`src/rtl/nibble_adder_pkg.sv`:
```
// Shared constants and FSM state encoding for the nibble-serial adder.
package nibble_adder_pkg;

    localparam int NIBBLE_W = 4;

    typedef enum logic [1:0] {
        IDLE = 2'd0,
        ADD  = 2'd1,
        DONE = 2'd2
    } state_t;

endpackage

```
`src/rtl/rca4_core.sv`:
```
// 4-bit ripple-carry adder built from four full adders.
// Latency: combinational, zero cycles.
// Backpressure: none; pure function of its inputs.
module rca4_core (
    input  logic [3:0] a,
    input  logic [3:0] b,
    input  logic       cin,
    output logic [3:0] s,
    output logic       cout
);

    logic [4:0] c;

    assign c[0] = cin;

    for (genvar i = 0; i < 4; i++) begin : g_fa
        assign s[i]   = a[i] ^ b[i] ^ c[i];
        assign c[i+1] = (a[i] & b[i]) | (c[i] & (a[i] ^ b[i]));
    end

    assign cout = c[4];

endmodule

```
`src/rtl/nibble_serial_adder.sv`:
```
// Serial W-bit adder: one nibble per clock through a single rca4_core.
// Latency: result valid NIBBLES cycles after acceptance; II = NIBBLES+2.
// Backpressure: holds result in DONE while out_ready is low; in_ready low when busy.
// OVF_FLAG_EN adds the out_ovf signed-overflow output.
module nibble_serial_adder
    import nibble_adder_pkg::*;
#(
    parameter int NIBBLES = 4
) (
    input  logic                          clk,
    input  logic                          rst_n,
    input  logic                          in_valid,
    output logic                          in_ready,
    input  logic [NIBBLE_W*NIBBLES-1:0]   in_a,
    input  logic [NIBBLE_W*NIBBLES-1:0]   in_b,
    input  logic                          in_cin,
    output logic                          out_valid,
    input  logic                          out_ready,
    output logic [NIBBLE_W*NIBBLES-1:0]   out_sum,
    output logic                          out_cout,
`ifdef OVF_FLAG_EN
    output logic                          out_ovf,
`endif
    output logic                          busy
);

    localparam int W     = NIBBLE_W * NIBBLES;
    localparam int IDX_W = (NIBBLES > 1) ? $clog2(NIBBLES) : 1;
    localparam logic [IDX_W-1:0] IDX_LAST = IDX_W'(NIBBLES - 1);

    state_t           state_q, state_d;
    logic [IDX_W-1:0] idx_q, idx_d;
    logic [W-1:0]     a_q, a_d;
    logic [W-1:0]     b_q, b_d;
    logic [W-1:0]     sum_q, sum_d;
    logic             carry_q, carry_d;
`ifdef OVF_FLAG_EN
    logic             ovf_q, ovf_d;
`endif

    int unsigned      nib_lsb;
    logic [3:0]       core_a, core_b, core_s;
    logic             core_cout;

    assign nib_lsb = int'(idx_q) * NIBBLE_W;
    assign core_a  = a_q[nib_lsb +: NIBBLE_W];
    assign core_b  = b_q[nib_lsb +: NIBBLE_W];

    // The single adder core is time-multiplexed across nibbles by idx_q.
    rca4_core u_core (
        .a    (core_a),
        .b    (core_b),
        .cin  (carry_q),
        .s    (core_s),
        .cout (core_cout)
    );

    always_comb begin
        state_d = state_q;
        idx_d   = idx_q;
        a_d     = a_q;
        b_d     = b_q;
        sum_d   = sum_q;
        carry_d = carry_q;
`ifdef OVF_FLAG_EN
        ovf_d   = ovf_q;
`endif
        case (state_q)
            IDLE: begin
                if (in_valid) begin
                    a_d     = in_a;
                    b_d     = in_b;
                    carry_d = in_cin;
                    idx_d   = '0;
                    state_d = ADD;
                end
            end
            ADD: begin
                sum_d[nib_lsb +: NIBBLE_W] = core_s;
                carry_d = core_cout;
                if (idx_q == IDX_LAST) begin
`ifdef OVF_FLAG_EN
                    // core_s[3] is bit W-1 of the sum on the last nibble.
                    ovf_d = (a_q[W-1] == b_q[W-1]) && (core_s[3] != a_q[W-1]);
`endif
                    state_d = DONE;
                end else begin
                    idx_d = idx_q + 1'b1;
                end
            end
            DONE: begin
                if (out_ready) begin
                    state_d = IDLE;
                end
            end
            default: state_d = IDLE;
        endcase
    end

    always_ff @(posedge clk or negedge rst_n) begin
        if (!rst_n) begin
            state_q <= IDLE;
            idx_q   <= '0;
            a_q     <= '0;
            b_q     <= '0;
            sum_q   <= '0;
            carry_q <= 1'b0;
`ifdef OVF_FLAG_EN
            ovf_q   <= 1'b0;
`endif
        end else begin
            state_q <= state_d;
            idx_q   <= idx_d;
            a_q     <= a_d;
            b_q     <= b_d;
            sum_q   <= sum_d;
            carry_q <= carry_d;
`ifdef OVF_FLAG_EN
            ovf_q   <= ovf_d;
`endif
        end
    end

    assign in_ready  = (state_q == IDLE);
    assign out_valid = (state_q == DONE);
    assign busy      = (state_q != IDLE);
    assign out_sum   = sum_q;
    // After the last nibble the carry register holds the carry out of bit W-1.
    assign out_cout  = carry_q;
`ifdef OVF_FLAG_EN
    assign out_ovf   = ovf_q;
`endif

endmodule
```
`config.mk`:
```
export PLATFORM = sky130hd
export DESIGN_NAME = nibble_serial_adder
export DESIGN_NICKNAME = d
export VERILOG_FILES = /design/src/rtl/nibble_adder_pkg.sv /design/src/rtl/rca4_core.sv /design/src/rtl/nibble_serial_adder.sv
export SDC_FILE = /design/constraint.sdc
export NUM_CORES = 1
export LEC_CHECK = 0
export ABC_AREA = 1
export BUFFER_PORTS_ARGS = -buffer_cell sky130_fd_sc_hd__buf_4
export CAP_MARGIN = 20
export CORE_ASPECT_RATIO = 1.1
export CORE_MARGIN = 4
export CORE_UTILIZATION = 35
export DETAILED_ROUTE_END_ITERATION = 12
export PLACE_DENSITY = 0.54
export SYNTH_ARGS = -nofsm -noshare
export SYNTH_HDL_FRONTEND = slang
export SYNTH_SLANG_ARGS = --single-unit
```
`constraint.sdc`:
```
create_clock -name clk -period 5.7 [get_ports clk]
set_input_delay 0 -clock clk [delete_from_list [all_inputs] [get_ports clk]]
set_output_delay 0 -clock clk [all_outputs]
set_load 0.01 [all_outputs]
```
* Word-level counts from Yosys, hierarchy flattened
Index checks and enable logic that the tools add are counted.
** Storage, ports and cells
- Register bits after elaboration :: 53
- Word-level logic and storage cells :: 56
** Cells by class
- Shift operators :: 4
- Eq/ne operators :: 7
- Multiplexer cells :: 10
- Bitwise gates (word level) :: 20
- Reduce and logical (&&, ||, !) cells :: 7
- Add/subtract/negate cells :: 2
** Operators with widths (count)
- $neg A4 Y34 :: 1
- $shift A4 B34 Y16 const A :: 1
- $shiftx A4 B34 Y16 :: 1
- $shiftx A16 B5 Y4 :: 2
- $bwmux W16 :: 1
- $mux W2 :: 5
- $and A1 B1 Y1 :: 8
- $xor A1 B1 Y1 :: 8
- $ne A2 B2 Y1 const B :: 3
- $pmux W2 S3 :: 1
- $reduce_and A3 Y1 :: 2
- $eq A2 B2 Y1 const B :: 2
- $or A1 B1 Y1 :: 4
- $pmux W2 S2 :: 1
- $reduce_and A2 Y1 :: 2
- $reduce_bool A2 Y1 :: 2
- $add A2 B1 Y2 const B :: 1
- $eq A2 B1 Y1 const B :: 1
- $logic_not A2 Y1 :: 1
- $ne A2 B1 Y1 const B :: 1
- $pmux W1 S2 :: 1
- $mux W1 :: 1

* Longest topological paths before layout
Gate-level depths: netlist of run 1.
- Depth after elaboration :: 11
- Depth in mapped cells :: 13
- Depth with buffers taken out :: 12

* Hierarchy
A second synthesis of run 1 with hierarchy kept.
** Unflattened totals
- Cell total of the unflattened synthesis :: 369
- Area, all modules :: 2854.0 sq um
** By module, submodules not included
- nibble_serial_adder :: cells each 355, area an instance 2736.4 sq um, times used 1, sequential area each 1326.3 sq um
- rca4_core :: cells each 14, area an instance 117.6 sq um, times used 1, sequential area each 0.0 sq um

* Least setup slack after synthesis of run 1
Ideal clock, no wire load.
- Path kind :: reg2reg
- Start point :: register idx_q[1]
- End point :: register sum_q[15] (netlist: out_sum[15])
- Arrival :: 2.939 ns
- Buffers on the path :: 1
- Clock period less this slack :: 3.004 ns
- Stages on the path, launching flop included :: 13
- Setup slack :: 2.696 ns
- Setup time :: 0.065 ns
- Path through :: dfrtp_1 -> buf_2 -> clkinv_1 -> o211ai_1 -> nand2_1 -> fa_1 -> fa_1 -> fa_1 -> fa_1 -> nand2_1 -> nor2_1 -> nand2_1 -> nand2_1
** Between the ends
- Longest elaborated chain between the ends :: 11
- Elaborated cells on any way between the ends :: 23
** Ends and longest elaborated chain
- from (decl) :: line nibble_serial_adder.sv:32 : logic [IDX_W-1:0] idx_q, idx_d;
- from (signal assigned) :: line nibble_serial_adder.sv:113 : idx_q <= idx_d;
- $shiftx A16 B5 Y4 (on tied branches) :: line nibble_serial_adder.sv:46, nibble_serial_adder.sv:47
- $xor A1 B1 Y1 :: line rca4_core.sv:17, rca4_core.sv:18
- $and A1 B1 Y1 :: line rca4_core.sv:18 : assign c[i+1] = (a[i] & b[i]) | (c[i] & (a[i] ^ b[i]));
- $or A1 B1 Y1 :: line rca4_core.sv:18
- $and A1 B1 Y1 :: line rca4_core.sv:18
- $or A1 B1 Y1 :: line rca4_core.sv:18
- $and A1 B1 Y1 :: line rca4_core.sv:18
- $or A1 B1 Y1 :: line rca4_core.sv:18
- $xor A1 B1 Y1 :: line rca4_core.sv:17 : assign s[i] = a[i] ^ b[i] ^ c[i];
- $shiftx A4 B34 Y16 :: line nibble_serial_adder.sv:79 : sum_d[nib_lsb +: NIBBLE_W] = core_s;
- $bwmux W16 * :: line nibble_serial_adder.sv:79
- to (signal assigned) :: line nibble_serial_adder.sv:116 : sum_q <= sum_d;
- to (decl) :: line nibble_serial_adder.sv:35 : logic [W-1:0] sum_q, sum_d;
Mark *: on every way between the ends. The rest lies on a longest branch, timed or not.
A chain may end at the register's enable or synchronous reset.

* Final worst setup path of run 1
- Start point :: register idx_q[0]
- End point :: register sum_q[15] (netlist: out_sum[15])
The elaborated chain is that of the path after synthesis.

==> results of run 1 <==
path summary, 6_finish.rpt:
kind,start,end,slack (ns),depth (start not counted)
max,idx_q[0],out_sum[15],1.79,11
min in group asynchronous,rst_n,state_q[1],0.26,2
max in group asynchronous,rst_n,b_q[3],4.96,2
min reg2reg,a_q[10],a_q[10],0.48,2
max reg2reg,idx_q[0],out_sum[15],1.79,11
min,in_valid,b_q[12],0.12,3
metal layers:
| metal | wire [um] | vias up | GRT usage [%] |
|---|---|---|---|
| met5 | 0 | - | 0 |
| met4 | 34 | 0 | 3.72 |
| met3 | 231 | 4 | 2.91 |
| met2 | 3320 | 37 | 27.7 |
| met1 | 2860 | 1109 | 18.5 |
| li1 | - | 1253 | - |
repair_timing:
item	CTS	global route
endpoints found under the hold margin	87	0
endpoints found under the setup margin	0	0
hold buffers	35	0
state kept, by name, indices dropped and copies added, names as in the netlist:
name,flops
state_q,2
out_sum,16
b_q,16
out_cout,1
a_q,16
idx_q,2
area by class of cell:
class	count	area [um2]	area share, %
Clock buffer	7	86.3	2.37
Inverter	31	116	3.20
Multi-Input combinational cell	249	1210	33.2
Sequential cell	53	1330	36.5
Tap cell	105	131	3.61
Timing Repair Buffer	91	771	21.2
cells in the final DEF (no fill, tap or decap):
cell type and count:
buf_4 56, clkinv_1 1, clkbuf_8 6, nand4_1 4, o21ai_0 12, inv_1 29
o22ai_1 1, nor2_8 1, nand2_1 154, nor2_1 15, fa_1 4, dlygate4sd3_1 35
nand3_1 41, nand2_4 2, o211ai_1 8, nand3_4 1, clkbuf_1 1, dfrtp_1 53
ha_1 6, inv_2 1
cell families (layout without fill, tap and decap cells):
family,Yosys count,in the layout,synth area share [%]
and+or+nand+nor,218,218,33.5
DFF,53,53,48.1
buffers and inverters,47,129,8.21
AOI/OAI and AO/OA,21,21,4.58
adders and majority gates,10,10,5.62
worst max-delay path: stages, from the launching register on:
cell      delay, ns
dfrtp_1        0.80
inv_1          0.54
o211ai_1       0.31
nand2_1        0.10
fa_1           0.41
fa_1           0.39
fa_1           0.42
fa_1           0.56
nand2_1        0.08
nor2_1         0.10
nand2_1        0.07
nand2_1        0.06
power by group through the flow:
stage	sequential, W	combinational (W)	clock (W)
finish	0.000670	0.00100	0.000212
global route	0.000699	0.00117	0.000240
CTS	0.000673	0.00102	0.000222
detailed placement	0.000681	0.00100	0
global placement	0.000677	0.000977	0
floorplan	0.000632	0.000769	0
through the flow:
stage	total power, W	utilization, %	instance area [um2]
finish	0.00188	48.1	3640
floorplan	0.00140	-	2760
global placement	0.00165	42.4	3200
CTS	0.00192	48.1	3640
detailed placement	0.00168	42.4	3200
global route	0.00211	48.1	3640
synthesized netlist by cell type:
master and number:
dfrtp_1 53, o21ai_0 12, nand2_4 2, buf_2 7
inv_2 1, fa_1 4, nand4_1 4, buf_6 4
nand3_1 41, nor2_8 1, nand3_4 1, o211ai_1 8
o22ai_1 1, inv_1 29, clkbuf_1 2, buf_4 3
ha_1 6, nand2_1 154, nor2_1 15, clkinv_1 1
==> run metrics, run 1 <==
Worst setup EP type flop; Setup WS pre-CTS 1.82 ns; Switch Pwr 0.000867 W; sequential area share after synthesis 48.1%; Yosys cell types 20; critical path arrival 4.15 ns; max cap viols 0; filler cell count 777; TritonRoute pass-1 iters 4; Mapped Area 2760 um2; internal power 0.00102 W; Clock Tree Buf Depth 2; cts repair resizes 0; #FFs+latches synth 53; syn_nets 396; max-slew violation count 0; DP HPWL 4570 um; synth top area cells dfrtp_1 (48%), nand2_1 (21%), nand3_1 (7.4%); DR DRC count 0; io pins 57; global-route wire length before repair 11400 um; vias 2403; Max-Slew Margin vs Limit 52.9%; placed cells 494; P per Cell Area 518 nW/um2; status finished clean; clock share of power 11.3%; Combinational Power Share 53.2%; Row Count 33; top-area cell type share of the netlist area 48.1%; Initial Util 36.5%; Avg Cell Area, Syn 7.91 um2; YS warnings 0; initial antenna violation count 0; CTS buffer count 5; Tmin final 3.91 ns; final worst path period share 68.6%; Seq pwr share 35.6%; Worst-path clk slew 0.09 ns; vias in the first global route 2494; Die Wd 92.7 um; post-CTS setup buffers 0; WS Path Type reg2reg; I/O Buffers 56; Post-Route WL 6450 um; switching share of power 46.0%; root cell of the clock tree clkbuf_8; fmax 256 MHz; Initial DRC Count 69; static leakage 1.96 nW; Antenna Nets Post-Route 0; grt ovf 0; Max FO, Critical Path 26; worst-skew pair later-pin latency 0.30 ns; Total GRT Usage 15.2%; final hold vios 0; H-tree Lvls 2; peak supply drop 151 uV; Fin Hold WS 0.120 ns; Num Clock Sinks 53; final worst slack 1.79 ns; Nets 478; RD Place Congestion 0.842; Critical Path Source Type flop; largest area contributor in the netlist dfrtp_1; gate count of the mapped netlist 349; CP Data Required Time 5.94 ns; diode count 0; fraction of final layout cells sized beyond drive strength 1 15.5%; largest net degree at the start of global routing 54; wire per inst 12.0 um; Least-Margin Pin Slew 0.706 ns; endpoints failing setup 0; Vias per Instance 4.48; RSZ-0062 raised after global routing no; core area 7560 um2; Cell Count, Final, Fillers Out 536; die area 9370 um2; Fin Clk Skew 0.00488 ns; Layout area overhead 31.8%; Die Y-Extent 101 um; Hold Path Class in2reg; TritonCTS clock tree built; Sum Neg Setup Slack 0 ns
No activity file was read; power rests on OpenSTA's default activity.
==> run 2: changes to the inputs <==
clock period = 3.6 ns   (was 5.7 ns; I/O delays follow)
==> run metrics, run 2 (synthesis gave the netlist of run 1 again) <==
Row Count 33 (unchanged); Hold Path Class in2reg (unchanged); Layout area overhead 33.1% (was 31.8%); Die Y-Extent 101 um (unchanged); delay of the slowest cell on the worst path 0.55 ns (was 0.80 ns); Fin Clk Skew 0.00716 ns (was 0.00488 ns); fmax 320 MHz (was 256 MHz); cts repair resizes 0 (unchanged); final hold vios 0 (unchanged); Max-Slew Margin vs Limit 56.2% (was 52.9%); Vias per Instance 4.44 (was 4.48); Worst setup EP type flop (unchanged); Antenna Nets Post-Route 0 (unchanged); Setup WS pre-CTS 0.505 ns (was 1.82 ns); crit-path most repeated cell nand2_1; max cap viols 0 (unchanged); global-route wire length before repair 11000 um (was 11400 um); TritonRoute pass-1 iters 4 (unchanged); diode count 0 (unchanged); Clock Tree Buf Depth 2 (unchanged); max-slew violation count 0 (unchanged); post-CTS setup buffers 0 (unchanged); root cell of the clock tree clkbuf_8 (unchanged); Total GRT Usage 14.5% (was 15.2%); most frequent cells in the layout nand2_1 (154), buf_4 (60), dfrtp_1 (53), nand3_1 (41), dlygate4sd3_1 (35) (was nand2_1 (154), buf_4 (56), dfrtp_1 (53), nand3_1 (41), dlygate4sd3_1 (35)); RSZ-0062 raised after global routing no (unchanged); TritonCTS clock tree built (unchanged); final worst slack 0.475 ns (was 1.79 ns); largest net degree at the start of global routing 54 (unchanged); Worst-path clk slew 0.09 ns (about the same); filler cell count 767 (was 777); worst-skew pair later-pin latency 0.30 ns (about the same); Num Clock Sinks 53 (unchanged); core area 7560 um2 (unchanged); initial antenna violation count 0 (unchanged); Initial DRC Count 94 (was 69); critical path arrival 3.36 ns (was 4.15 ns); commonest non-fill, non-tap cell in the layout nand2_1 (unchanged); WS Path Type reg2reg (unchanged); post-layout instance area 3670 um2 (was 3640 um2); RD Place Congestion 0.874 (was 0.842); placed cell areas 3230 um2 (was 3200 um2); I/O Buffers 56 (unchanged); DR DRC count 0 (unchanged); Critical Path Source Type flop (unchanged); DP HPWL 4600 um (was 4570 um); Least-Margin Pin Slew 0.657 ns (was 0.706 ns); CTS buffer count 5 (unchanged); Post-Route WL 6240 um (was 6450 um); io pins 57 (unchanged); Max FO, Critical Path 15 (was 26); Tmin final 3.12 ns (was 3.91 ns); Nets 482 (was 478); H-tree Lvls 2 (unchanged); die area 9370 um2 (unchanged); grt ovf 0 (unchanged); vias in the first global route 2400 (was 2494); static leakage 1.98 nW (was 1.96 nW); critical path's slowest cell fa_1 (was dfrtp_1); status finished clean (unchanged); endpoints failing setup 0 (unchanged); peak supply drop 308 uV (was 151 uV); WP buf/inv 1 (unchanged); CP cell instances inv_1 > nand2_1 > o211ai_1 > nand2_1 > fa_1 > fa_1 > fa_1 > fa_1 > nand2_1 > nor2_1 > nand2_1 > nand2_1 (was inv_1 > o211ai_1 > nand2_1 > fa_1 > fa_1 > fa_1 > fa_1 > nand2_1 > nor2_1 > nand2_1 > nand2_1); Sum Neg Setup Slack 0 ns (unchanged); wire per inst 11.6 um (was 12.0 um); Top delay family on crit path adder cells (unchanged); fraction of final layout cells sized beyond drive strength 1 16.6% (was 15.5%); CP Data Required Time 3.84 ns (was 5.94 ns); P per Cell Area 822 nW/um2 (was 518 nW/um2); Initial Util 36.5% (unchanged); vias 2395 (was 2403); final worst path period share 86.8% (was 68.6%); Die Wd 92.7 um (unchanged)
-- run 2: report_power, final --
part / total [W] / internal, W / switching [W]
Combinational: 0.00167 / 0.000641 / 0.00103
Sequential: 0.00101 / 0.000844 / 0.000166
Clock: 0.000336 / 0.000152 / 0.000183
Total: 0.00302 / 0.00164 / 0.00138
-- run 2: through the flow --
step / util [%] / power, W / cells / hold WS (ns)
2_1_floorplan: - / 0.00222 / 349 / -0.296
3_3_place_gp: 42.8 / 0.00266 / 498 / 0.0860
3_5_place_dp: 42.8 / 0.00269 / 498 / 0.0783
4_1_cts: 48.6 / 0.00307 / 540 / 0.114
5_1_grt: 48.6 / 0.00338 / 540 / 0.128
6_report: 48.6 / 0.00302 / 540 / 0.115
-- run 2: final timing paths --
path | startpoint | to | cells after the start | slack (ns)
setup reg to reg | idx_q[0] | out_sum[15] | 12 | 0.48
min in group asynchronous | rst_n | state_q[1] | 2 | 0.27
hold / removal | in_valid | a_q[9] | 3 | 0.11
hold reg to reg | b_q[0] | b_q[0] | 2 | 0.48
setup / recovery | idx_q[0] | out_sum[15] | 12 | 0.48
max in group asynchronous | rst_n | b_q[12] | 2 | 2.89
-- run 2: timing repair --
item / in CTS / in global routing
hold endpoints to repair: 87 / 0
setup endpoints to repair: 0 / 0
hold buffers: 35 / 0
-- run 2: routing by layer --
metal | part of all wire, % | global-route usage (%) | wire (um) | vias up
met5 | 0 | 0 | 0 | -
met4 | 1.8 | 4.85 | 112 | 0
met3 | 4.1 | 2.84 | 254 | 9
met2 | 49 | 25.1 | 3080 | 44
met1 | 45 | 18.3 | 2790 | 1081
li1 | - | - | - | 1261
-- run 2: cell type report --
type / count / area (um2) / area share [%]
inverter: 31 / 116 / 3.17
clock buffer: 6 / 82.6 / 2.25
tap: 105 / 131 / 3.58
timing repair buffer: 95 / 801 / 21.8
sequential: 53 / 1330 / 36.1
multi-input combinational: 249 / 1210 / 32.9
clock inverter: 1 / 7.51 / 0.204
-- run 2: tightest hold or removal path: cells and delay by family --
kind / cells / cell delay [ns]
buf+inv: 1 / 0.22
simple gates: 2 / 0.17
==> run 3: changes to the inputs <==
CORE_ASPECT_RATIO = not set   (was 1.1)
SETUP_SLACK_MARGIN = 0.5   (was not set)
==> run metrics, run 3 (synthesis gave the netlist of run 1 again) <==
Seq pwr share 32.8% (was 33.5%); Die Wd 96.8 um (was 92.7 um); TritonRoute pass-1 iters 4 (unchanged); internal power 0.00168 W (was 0.00164 W); met1 Use GR 18.1% (was 18.3%); Critical Path Source Type flop (unchanged); Post-Route WL 6490 um (was 6240 um); TritonCTS clock tree built (unchanged); Layout area overhead 33.6% (was 33.1%); core area 7690 um2 (was 7560 um2); I/O Buffers 56 (unchanged); fmax 347 MHz (was 320 MHz); commonest non-fill, non-tap cell in the layout nand2_1 (unchanged); Worst-path clk slew 0.10 ns (was 0.09 ns); worst-skew pair later-pin latency 0.30 ns (about the same); P per Cell Area 838 nW/um2 (was 822 nW/um2); RD Place Congestion 0.877 (was 0.874); Least-Margin Pin Slew 0.679 ns (was 0.657 ns); fraction of final layout cells sized beyond drive strength 1 18.0% (was 16.6%); max-slew violation count 0 (unchanged); Fin Clk Skew 0.00941 ns (was 0.00716 ns); Initial DRC Count 72 (was 94); Multi-input gate area 1220 um2 (was 1210 um2); most frequent cells in the layout nand2_1 (154), buf_4 (62), dfrtp_1 (53), nand3_1 (41), dlygate4sd3_1 (35) (was nand2_1 (154), buf_4 (60), dfrtp_1 (53), nand3_1 (41), dlygate4sd3_1 (35)); CP Data Required Time 3.84 ns (about the same); Combinational Power Share 56.6% (was 55.4%); critical path arrival 3.12 ns (was 3.36 ns); status finished clean (unchanged); setup slack, reg-to-reg 0.72 ns (was 0.48 ns); Sum Neg Setup Slack 0 ns (unchanged); gr busiest metal met2 (unchanged); Reg area 1330 um2 (unchanged); wire per inst 12.0 um (was 11.6 um); filler cell count 816 (was 767); final worst path period share 80.1% (was 86.8%); Nets 484 (was 482); Row Count 32 (was 33); Hold Path Class in2reg (unchanged); DR DRC count 0 (unchanged); Initial Util 35.9% (was 36.5%); met2 Use GR 25.7% (was 25.1%); global routing usage on met3 3.10% (was 2.84%); WS Path Type reg2reg (unchanged); min-delay src in_valid (unchanged); Tmin final 2.88 ns (was 3.12 ns); max cap viols 0 (unchanged); Crit. Startpoint idx_q[0] (unchanged); endpoints failing setup 0 (unchanged); reg2reg start idx_q[0] (unchanged); io pins 57 (unchanged); initial antenna violation count 0 (unchanged); root cell of the clock tree clkbuf_8 (unchanged); Fin Hold WS 0.120 ns (was 0.115 ns); vias in the first global route 2523 (was 2400); Clock Tree Buf Depth 2 (unchanged); Total GRT Usage 14.4% (was 14.5%); die area 9370 um2 (about the same); DP HPWL 4620 um (was 4600 um); CTS buffer count 5 (unchanged); Switch Pwr 0.00141 W (was 0.00138 W); Max FO, Critical Path 14 (was 15); vias 2456 (was 2395); global-route wire length before repair 11400 um (was 11000 um); diode count 0 (unchanged); grt ovf 0 (unchanged); Max-Slew Margin vs Limit 54.7% (was 56.2%); Vias per Instance 4.55 (was 4.44); Antenna Nets Post-Route 0 (unchanged); static leakage 1.98 nW (about the same); Num Clock Sinks 53 (unchanged); final hold vios 0 (unchanged); clock share of power 10.6% (was 11.1%); RSZ-0062 raised after global routing no (unchanged); Worst setup EP type flop (unchanged); Die Y-Extent 96.8 um (was 101 um); largest net degree at the start of global routing 54 (unchanged); H-tree Lvls 2 (unchanged); switching share of power 45.7% (was 45.8%); Tot Pwr 0.00309 W (was 0.00302 W); peak supply drop 340 uV (was 308 uV)
run 3: cell types whose count changed in the layout (fill, tap and decap cells not counted), sizes merged:
cell | before | now
buf | 60 | 62
clkinv | 1 | 3
clkinvlp | 1 | 0
run 3: final timing paths:
kind | endpoint | depth (start not counted)
max | out_sum[15] | 13
min | a_q[15] | 3
max reg2reg | out_sum[15] | 13
min reg2reg | a_q[11] | 2
max in group asynchronous | b_q[5] | 2
min in group asynchronous | state_q[1] | 2
run 3: worst max-delay path, stage by stage, from the launching register on:
cell	delay, ns
dfrtp_1	0.42
buf_4	0.18
nand2_1	0.06
o21ai_0	0.08
nand2_1	0.06
nand2_1	0.07
fa_2	0.37
fa_2	0.36
fa_2	0.35
fa_2	0.58
nand2_1	0.08
nor2_1	0.10
nand2_1	0.06
nand2_1	0.06
run 3: power by group through the flow:
| stage | logic [W] | clock network (W) | registers [W] |
|---|---|---|---|
| 6_report | 0.00175 | 0.000327 | 0.00101 |
| 5_1_grt | 0.00202 | 0.000360 | 0.00105 |
| 4_1_cts | 0.00173 | 0.000338 | 0.00102 |
| 3_5_place_dp | 0.00170 | 0 | 0.00103 |
| 3_3_place_gp | 0.00167 | 0 | 0.00103 |
| 2_1_floorplan | 0.00122 | 0 | 0.00100 |
run 3: through the flow:
step                      worst slack, ns  cell area (um2)  util (%)  cells
after floorplan                     0.596             2760         -    349
after global placement              0.662             3230      42.1    496
after detailed placement            0.597             3230      42.1    496
after CTS                           0.573             3670      47.7    539
after global routing                0.513             3680      47.9    540
final                               0.718             3680      47.9    540
run 3: metal layers:
| layer | share of wire, % | wire length [um] | vias up |
|---|---|---|---|
| li1 | - | - | 1267 |
| met1 | 45 | 2910 | 1142 |
| met2 | 51 | 3290 | 43 |
| met3 | 3.8 | 248 | 4 |
| met4 | 0.65 | 42 | 0 |
| met5 | 0 | 0 | - |
run 3: area by class of cell:
cell class	count	area share [%]
sequential	53	36.0
multi-input combinational	249	33.0
timing repair buffer	97	22.1
tap	102	3.46
inverter	31	3.16
clock buffer	6	1.97
clock inverter	2	0.272
run 3: repair_timing:
item                                    4_1_cts  5_1_grt
hold endpoints to repair                     87        0
endpoints found under the setup margin        0        4
gates resized for setup                       0        5
buffers inserted                              0        1
hold buffers                                 35        0
